===== src/rtl/imem_boot_loader.sv =====
// Streams a program image into CPU instruction memory, then enables the CPU until halt.
// Optional readback verification of the image is enabled by defining LOADER_VERIFY_EN.
module imem_boot_loader #(
  parameter int unsigned ADDR_W    = 64,
  parameter int unsigned MAX_WORDS = 512,
  parameter int unsigned ADDR_STEP = 4
) (
  input  logic              i_clk,
  input  logic              i_arst_n,
  input  logic              i_start,
  input  logic              i_halt,
  input  logic [9:0]        i_prog_len,
  input  logic              i_s_valid,
  input  logic [31:0]       i_s_data,
  output logic              o_s_ready,
  output logic [ADDR_W-1:0] o_addr_ext,
  output logic              o_wen_ext,
  output logic              o_ren_ext,
  output logic [31:0]       o_wdata_ext,
  input  logic [31:0]       i_rdata_ext,
  output logic              o_cpu_enable,
  output logic              o_busy,
  output logic              o_error
);

`ifdef LOADER_VERIFY_EN
  typedef enum logic [2:0] {StIdle, StLoad, StDrain, StVerifyRd, StVerifyChk, StRun} state_e;
`else
  typedef enum logic [2:0] {StIdle, StLoad, StDrain, StRun} state_e;
`endif

  localparam logic [10:0] MaxWords = 11'(MAX_WORDS);

  state_e              r_state, w_state_nxt;
  logic [9:0]          r_len, w_len_nxt;
  logic [9:0]          r_cnt, w_cnt_nxt;
  logic                r_wen, w_wen_nxt;
  logic [ADDR_W-1:0]   r_addr, w_addr_nxt;
  logic [31:0]         r_wdata, w_wdata_nxt;
  logic                r_cpu_en, w_cpu_en_nxt;
  logic                r_error, w_error_nxt;
  logic                w_len_ok;
  logic                w_hs;
  logic [ADDR_W-1:0]   w_step;
  logic [ADDR_W-1:0]   w_cnt_addr;

`ifdef LOADER_VERIFY_EN
  logic                r_ren, w_ren_nxt;
  logic                r_ren_d1;
  logic [31:0]         r_xor_wr, w_xor_wr_nxt;
  logic [31:0]         r_xor_rd, w_xor_rd_nxt;
`else
  logic                w_unused_rdata;
  assign w_unused_rdata = ^i_rdata_ext;
`endif

  assign w_step     = ADDR_W'(ADDR_STEP);
  assign w_cnt_addr = ADDR_W'(r_cnt) * w_step;
  assign w_len_ok   = (i_prog_len != 10'd0) && ({1'b0, i_prog_len} <= MaxWords);
  assign o_s_ready  = (r_state == StLoad) && (r_cnt < r_len);
  assign w_hs       = i_s_valid && o_s_ready;

  always_comb begin
    w_state_nxt  = r_state;
    w_len_nxt    = r_len;
    w_cnt_nxt    = r_cnt;
    w_wen_nxt    = 1'b0;
    w_addr_nxt   = r_addr;
    w_wdata_nxt  = r_wdata;
    w_cpu_en_nxt = r_cpu_en;
    w_error_nxt  = r_error;
`ifdef LOADER_VERIFY_EN
    w_ren_nxt    = 1'b0;
    w_xor_wr_nxt = r_xor_wr;
    // Read data returns one cycle after each issued read.
    w_xor_rd_nxt = r_ren_d1 ? (r_xor_rd ^ i_rdata_ext) : r_xor_rd;
`endif

    case (r_state)
      StIdle: begin
        if (i_start) begin
          if (w_len_ok) begin
            w_len_nxt   = i_prog_len;
            w_cnt_nxt   = 10'd0;
            w_error_nxt = 1'b0;
            w_state_nxt = StLoad;
`ifdef LOADER_VERIFY_EN
            w_xor_wr_nxt = 32'd0;
            w_xor_rd_nxt = 32'd0;
`endif
          end else begin
            w_error_nxt = 1'b1;
          end
        end
      end
      StLoad: begin
        if (w_hs) begin
          w_wen_nxt   = 1'b1;
          w_addr_nxt  = w_cnt_addr;
          w_wdata_nxt = i_s_data;
          w_cnt_nxt   = r_cnt + 10'd1;
`ifdef LOADER_VERIFY_EN
          w_xor_wr_nxt = r_xor_wr ^ i_s_data;
`endif
          if (r_cnt + 10'd1 == r_len) w_state_nxt = StDrain;
        end
      end
      StDrain: begin
`ifdef LOADER_VERIFY_EN
        // First read goes out right after the final write; counter becomes the read index.
        w_ren_nxt   = 1'b1;
        w_addr_nxt  = '0;
        w_cnt_nxt   = 10'd1;
        w_state_nxt = StVerifyRd;
`else
        w_cpu_en_nxt = 1'b1;
        w_state_nxt  = StRun;
`endif
      end
`ifdef LOADER_VERIFY_EN
      StVerifyRd: begin
        if (r_cnt < r_len) begin
          w_ren_nxt  = 1'b1;
          w_addr_nxt = w_cnt_addr;
          w_cnt_nxt  = r_cnt + 10'd1;
        end else begin
          w_state_nxt = StVerifyChk;
        end
      end
      StVerifyChk: begin
        // Wait for the last readback word to be folded in before comparing.
        if (!r_ren_d1) begin
          if (r_xor_wr == r_xor_rd) begin
            w_cpu_en_nxt = 1'b1;
            w_state_nxt  = StRun;
          end else begin
            w_error_nxt = 1'b1;
            w_state_nxt = StIdle;
          end
        end
      end
`endif
      StRun: begin
        if (i_halt) begin
          w_cpu_en_nxt = 1'b0;
          w_state_nxt  = StIdle;
        end
      end
      default: w_state_nxt = StIdle;
    endcase
  end

  always_ff @(posedge i_clk or negedge i_arst_n) begin
    if (!i_arst_n) begin
      r_state  <= StIdle;
      r_len    <= 10'd0;
      r_cnt    <= 10'd0;
      r_wen    <= 1'b0;
      r_addr   <= '0;
      r_wdata  <= 32'd0;
      r_cpu_en <= 1'b0;
      r_error  <= 1'b0;
    end else begin
      r_state  <= w_state_nxt;
      r_len    <= w_len_nxt;
      r_cnt    <= w_cnt_nxt;
      r_wen    <= w_wen_nxt;
      r_addr   <= w_addr_nxt;
      r_wdata  <= w_wdata_nxt;
      r_cpu_en <= w_cpu_en_nxt;
      r_error  <= w_error_nxt;
    end
  end

`ifdef LOADER_VERIFY_EN
  always_ff @(posedge i_clk or negedge i_arst_n) begin
    if (!i_arst_n) begin
      r_ren    <= 1'b0;
      r_ren_d1 <= 1'b0;
      r_xor_wr <= 32'd0;
      r_xor_rd <= 32'd0;
    end else begin
      r_ren    <= w_ren_nxt;
      r_ren_d1 <= r_ren;
      r_xor_wr <= w_xor_wr_nxt;
      r_xor_rd <= w_xor_rd_nxt;
    end
  end
  assign o_ren_ext = r_ren;
`else
  assign o_ren_ext = 1'b0;
`endif

  assign o_addr_ext   = r_addr;
  assign o_wen_ext    = r_wen;
  assign o_wdata_ext  = r_wdata;
  assign o_cpu_enable = r_cpu_en;
  assign o_error      = r_error;
  assign o_busy       = (r_state != StIdle) && (r_state != StRun);

endmodule


===== config.mk =====
export PLATFORM = sky130hd
export DESIGN_NAME = imem_boot_loader
export DESIGN_NICKNAME = d
export VERILOG_FILES = /design/src/rtl/imem_boot_loader.sv
export SDC_FILE = /design/constraint.sdc
export NUM_CORES = 1
export LEC_CHECK = 0
export CORE_AREA = 4 4 137 73
export DETAILED_ROUTE_END_ITERATION = 16
export DIE_AREA = 0 0 141 77
export PLACE_DENSITY_LB_ADDON = 0.05
export SYNTH_ARGS = -nofsm -noshare
export SYNTH_HDL_FRONTEND = slang
export SYNTH_SLANG_ARGS = --single-unit

===== constraint.sdc =====
create_clock -name i_clk -period 3.81 [get_ports i_clk]
set_clock_uncertainty 0.2 [all_clocks]
set_input_delay 0.762 -clock i_clk [delete_from_list [all_inputs] [get_ports i_clk]]
set_output_delay 0.762 -clock i_clk [all_outputs]
set_load 0.03 [all_outputs]

==> run_results.csv <==
group,metric,value,unit
setup_path,rr_startpoint,"r_len[7]$_DFFE_PN0P_",
yosys,count_of_flip_flops_with_a_built_in_enable_after_synthesis,0,
yosys,synthCells,370,
detailed_routing,remaining_design_rule_violation_count,0,
setup_path,worstPathArrival,2630,ps
timing,setup_viols_final,0,
yosys,synth.top_cell.area_share,0.4307,
power_and_ir_drop,power_frac_clock,0.207,
yosys,synth_largest_area_cell,"sky130_fd_sc_hd__dfrtp_1",
clocking,cts_max_path_buffers,2,
layout,antenna_cells,0,
yosys,ys_seq_elements,67,
detailed_routing,wire_per_inst,16.37,µm
die,core_region_area,8648,µm²
clocking,numCtsBuffers,9,
setup_path,critical_path_start_end_classification,"reg2out",
timing,timing.fmax,278.2,MHz
placed_design,post_dp_cell_area,4768,µm²
yosys,synth-async-reset-ratio,1.000,
yosys,yosys-top-cells-count,"sky130_fd_sc_hd__dfrtp_1, sky130_fd_sc_hd__buf_4, sky130_fd_sc_hd__mux2_2, sky130_fd_sc_hd__inv_1, sky130_fd_sc_hd__o21ai_0",
die,fp.dieArea,10860,µm²
clocking,worst_setup_hold_path_clk_slew,60,ps
clocking,htree_levels,3,
detailed_routing,drt_pre_antenna_iters,4,
layout,stdcell_area,5069,µm²
layout,syn2layout_area_growth,30.22,%
power_and_ir_drop,p_total,4.013,mW
power_and_ir_drop,sw_frac_of_total,0.4126,
global_route,overflow,0,
yosys,yosys.cell_count.top_type,"sky130_fd_sc_hd__dfrtp_1",
clocking,holdBufCountCts,0,
yosys,combined_area_of_all_synthesized_cells,3892,µm²
die,die_h,77,µm
global_route,maximum_number_of_pins_on_one_net_before_global_route_repair,30,
yosys,ys.warnings.count,0,
yosys,synth.yosys.seq_area_share,0.4307,
setup_path,setup.worst_path.start_class,"flip-flop",
power_and_ir_drop,switching_power,1.656,mW
detailed_routing,routed_wl,9610,µm
clocking,clock_latency,330,ps
detailed_routing,route.vias.total,2978,
placed_design,routability_congestion_estimate,0.9072,
setup_path,setup.reg_to_reg.worst_slack,950,ps
layout,layout-drive-gt1-share,0.1723,
detailed_routing,ant_nets,0,
placed_design,buffer_ports.inserted,93,
timing,worst-slew-pin-transition,804.3,ps
die,ios,181,
yosys,synth.distinct_cells,51,
clocking,tritoncts,"yes",
layout,fillerInstances,728,
die,fp.dieW,141,µm
placed_design,hpwl,7336,µm
timing,rsz_0062_raised_after_global_routing,"false",
timing,hold_violations,0,
global_route,antenna_found_initial,0,
global_route,grt_first_pass_wirelength,15700,µm
timing,min_period_over_period,0.9434,
timing,final.setup.tns,0,ps
power_and_ir_drop,powerDensity,791.7,nW/µm²
setup_path,timing.critical_path.to_type,"output port",
detailed_routing,drt-vias-per-instance,5.073,
power_and_ir_drop,ir_drop,0.0005107,V
clocking,cts_resized,0,
layout,layout.nets,560,
setup_path,cp_data_required_time,2850,ps
clocking,tritoncts_num_sinks,67,
power_and_ir_drop,comb_power_share,0.495,
yosys,synth.avg_cell_area,10.52,µm²
clocking,cts.root.buffer_cell,"sky130_fd_sc_hd__clkbuf_16",
timing,min_period,3594,ps
setup_path,critPathMaxFanout,12,
yosys,synth.top_cells.by_area,"sky130_fd_sc_hd__dfrtp_1, sky130_fd_sc_hd__mux2_2, sky130_fd_sc_hd__buf_4",
worst_hold_path,min-delay-path-class,"in2async",
timing,timing_max_transition_violations_final,0,
setup_path,worst_reg2reg_endpoint,"r_state[0]$_DFFE_PN0P_",
power_and_ir_drop,total_leakage_power,2.235,nW
outcome,run_status,"complete, no violations",
run,maxCapViolations,0,
setup_path,r2r_cells,8,
die,initial_utilization,0.4501,
timing,slew-limit-headroom,0.4638,
die,core.rowCount,24,
power_and_ir_drop,power_frac_seq,0.298,
detailed_routing,initialDrtViolationCount,162,
yosys,ys_dominant_reg_cell,"sky130_fd_sc_hd__dfrtp_1",
global_route,grt_pass1_vias,3059,
global_route,grt_use_total,0.1829,
power_and_ir_drop,power_report.internal_total,2.357,mW
clocking,postCtsSetupRepairBufs,0,
-- power by group through the flow --
stage	clock [mW]	sequential, mW	combinational, mW
2_1_floorplan	0	1.56	0.926
3_3_place_gp	0	1.19	1.96
3_5_place_dp	0	1.20	1.99
4_1_cts	0.852	1.20	2.00
5_1_grt	0.886	1.24	2.16
6_report	0.829	1.20	1.99
-- layer usage --
metal / GRT usage / vias up / share of wire
li1: - / 1407 / -
met1: 0.2243 / 1399 / 0.42
met2: 0.2743 / 158 / 0.43
met3: 0.1050 / 14 / 0.14
met4: 0.05319 / 0 / 0.014
met5: 0 / - / 0
-- placed cells by master (no fill, tap or decap), drive strengths merged, types with 2 or more instances in the layout --
master / instances
clkdlybuf4s50: 92
nand2: 15
a211o: 2
o41ai: 2
dfrtp: 67
and3: 5
nand2b: 2
xor2: 4
nand3b: 2
nor2b: 2
o21ai: 18
mux2: 44
nor2: 13
nand3: 13
o211ai: 5
clkbuf: 9
nor3: 3
a31oi: 8
buf: 12
a21oi: 4
a221oi: 2
and4b: 2
or4: 2
clkinvlp: 3
nand4: 5
nor4: 3
ha: 16
or3: 2
and4: 2
inv: 22
conb: 55
o31ai: 13
a31o: 2
o221ai: 2
xnor2: 4
-- layout make-up --
class | count | area (µm²) | share of cell area
Clock inverter | 7 | 75.07 | 0.01481
Timing Repair Buffer | 104 | 1021 | 0.2014
Sequential cell | 67 | 1677 | 0.3308
Tap cell | 117 | 146.4 | 0.02888
Multi-Input combinational cell | 263 | 1849 | 0.3648
Inverter | 20 | 75.07 | 0.01481
Clock buffer | 9 | 225.2 | 0.04443
-- through the flow --
step	utilization	setup slack [ps]	hold slack, ps	std cells
floorplan	-	1110	266.4	424
global placement	0.5514	520.8	288.8	571
detailed placement	0.5514	461.2	294.9	571
CTS	0.5861	202.7	154.2	587
global route	0.5861	95.76	163.0	587
finish	0.5861	215.6	147.7	587
-- worst max-delay path, cell delays in order, from the launching register on --
cell	delay [ps]
sky130_fd_sc_hd__dfrtp_1	540
sky130_fd_sc_hd__ha_1	290
sky130_fd_sc_hd__nor2b_1	120
sky130_fd_sc_hd__o21ai_0	170
sky130_fd_sc_hd__a31o_2	330
sky130_fd_sc_hd__and2_1	170
sky130_fd_sc_hd__clkdlybuf4s50_1	670
-- how the worst max path moves through the flow --
stage / end / from / cells past startpoint / slack, ps
2_1_floorplan: o_s_ready / r_len[5]$_DFFE_PN0P_ / 7 / 1110
3_3_place_gp: r_cnt[7]$_DFFE_PN0P_ / i_prog_len[4] / 7 / 520
3_5_place_dp: r_state[0]$_DFFE_PN0P_ / i_prog_len[4] / 7 / 460
4_1_cts: o_s_ready / r_cnt[1]$_DFFE_PN0P_ / 6 / 200
5_1_grt: o_s_ready / r_len[5]$_DFFE_PN0P_ / 7 / 100
6_report: o_s_ready / r_cnt[1]$_DFFE_PN0P_ / 6 / 220
-- registers in the layout, summed over array words and instances, names as in the netlist --
signal,flops
o_cpu_enable,1
r_len,10
o_wen_ext,1
r_state,2
r_cnt,10
o_addr_ext,10
o_wdata_ext,32
o_error,1
-- cells by family (layout without fill, tap and decap cells) --
logic type	count (synthesis)	count (layout)	synth area share
other	1	55	0.0009634
flip-flops	67	67	0.4307
buffers and inverters	94	140	0.1466
XOR/XNOR	8	8	0.01800
AND/OR/NAND/NOR	75	75	0.1103
multiplexers	44	44	0.1273
AO/OA/AOI/OAI	65	65	0.1148
adder cells (fa/ha/maj)	16	16	0.05143
(Power assumes the default switching activity.)
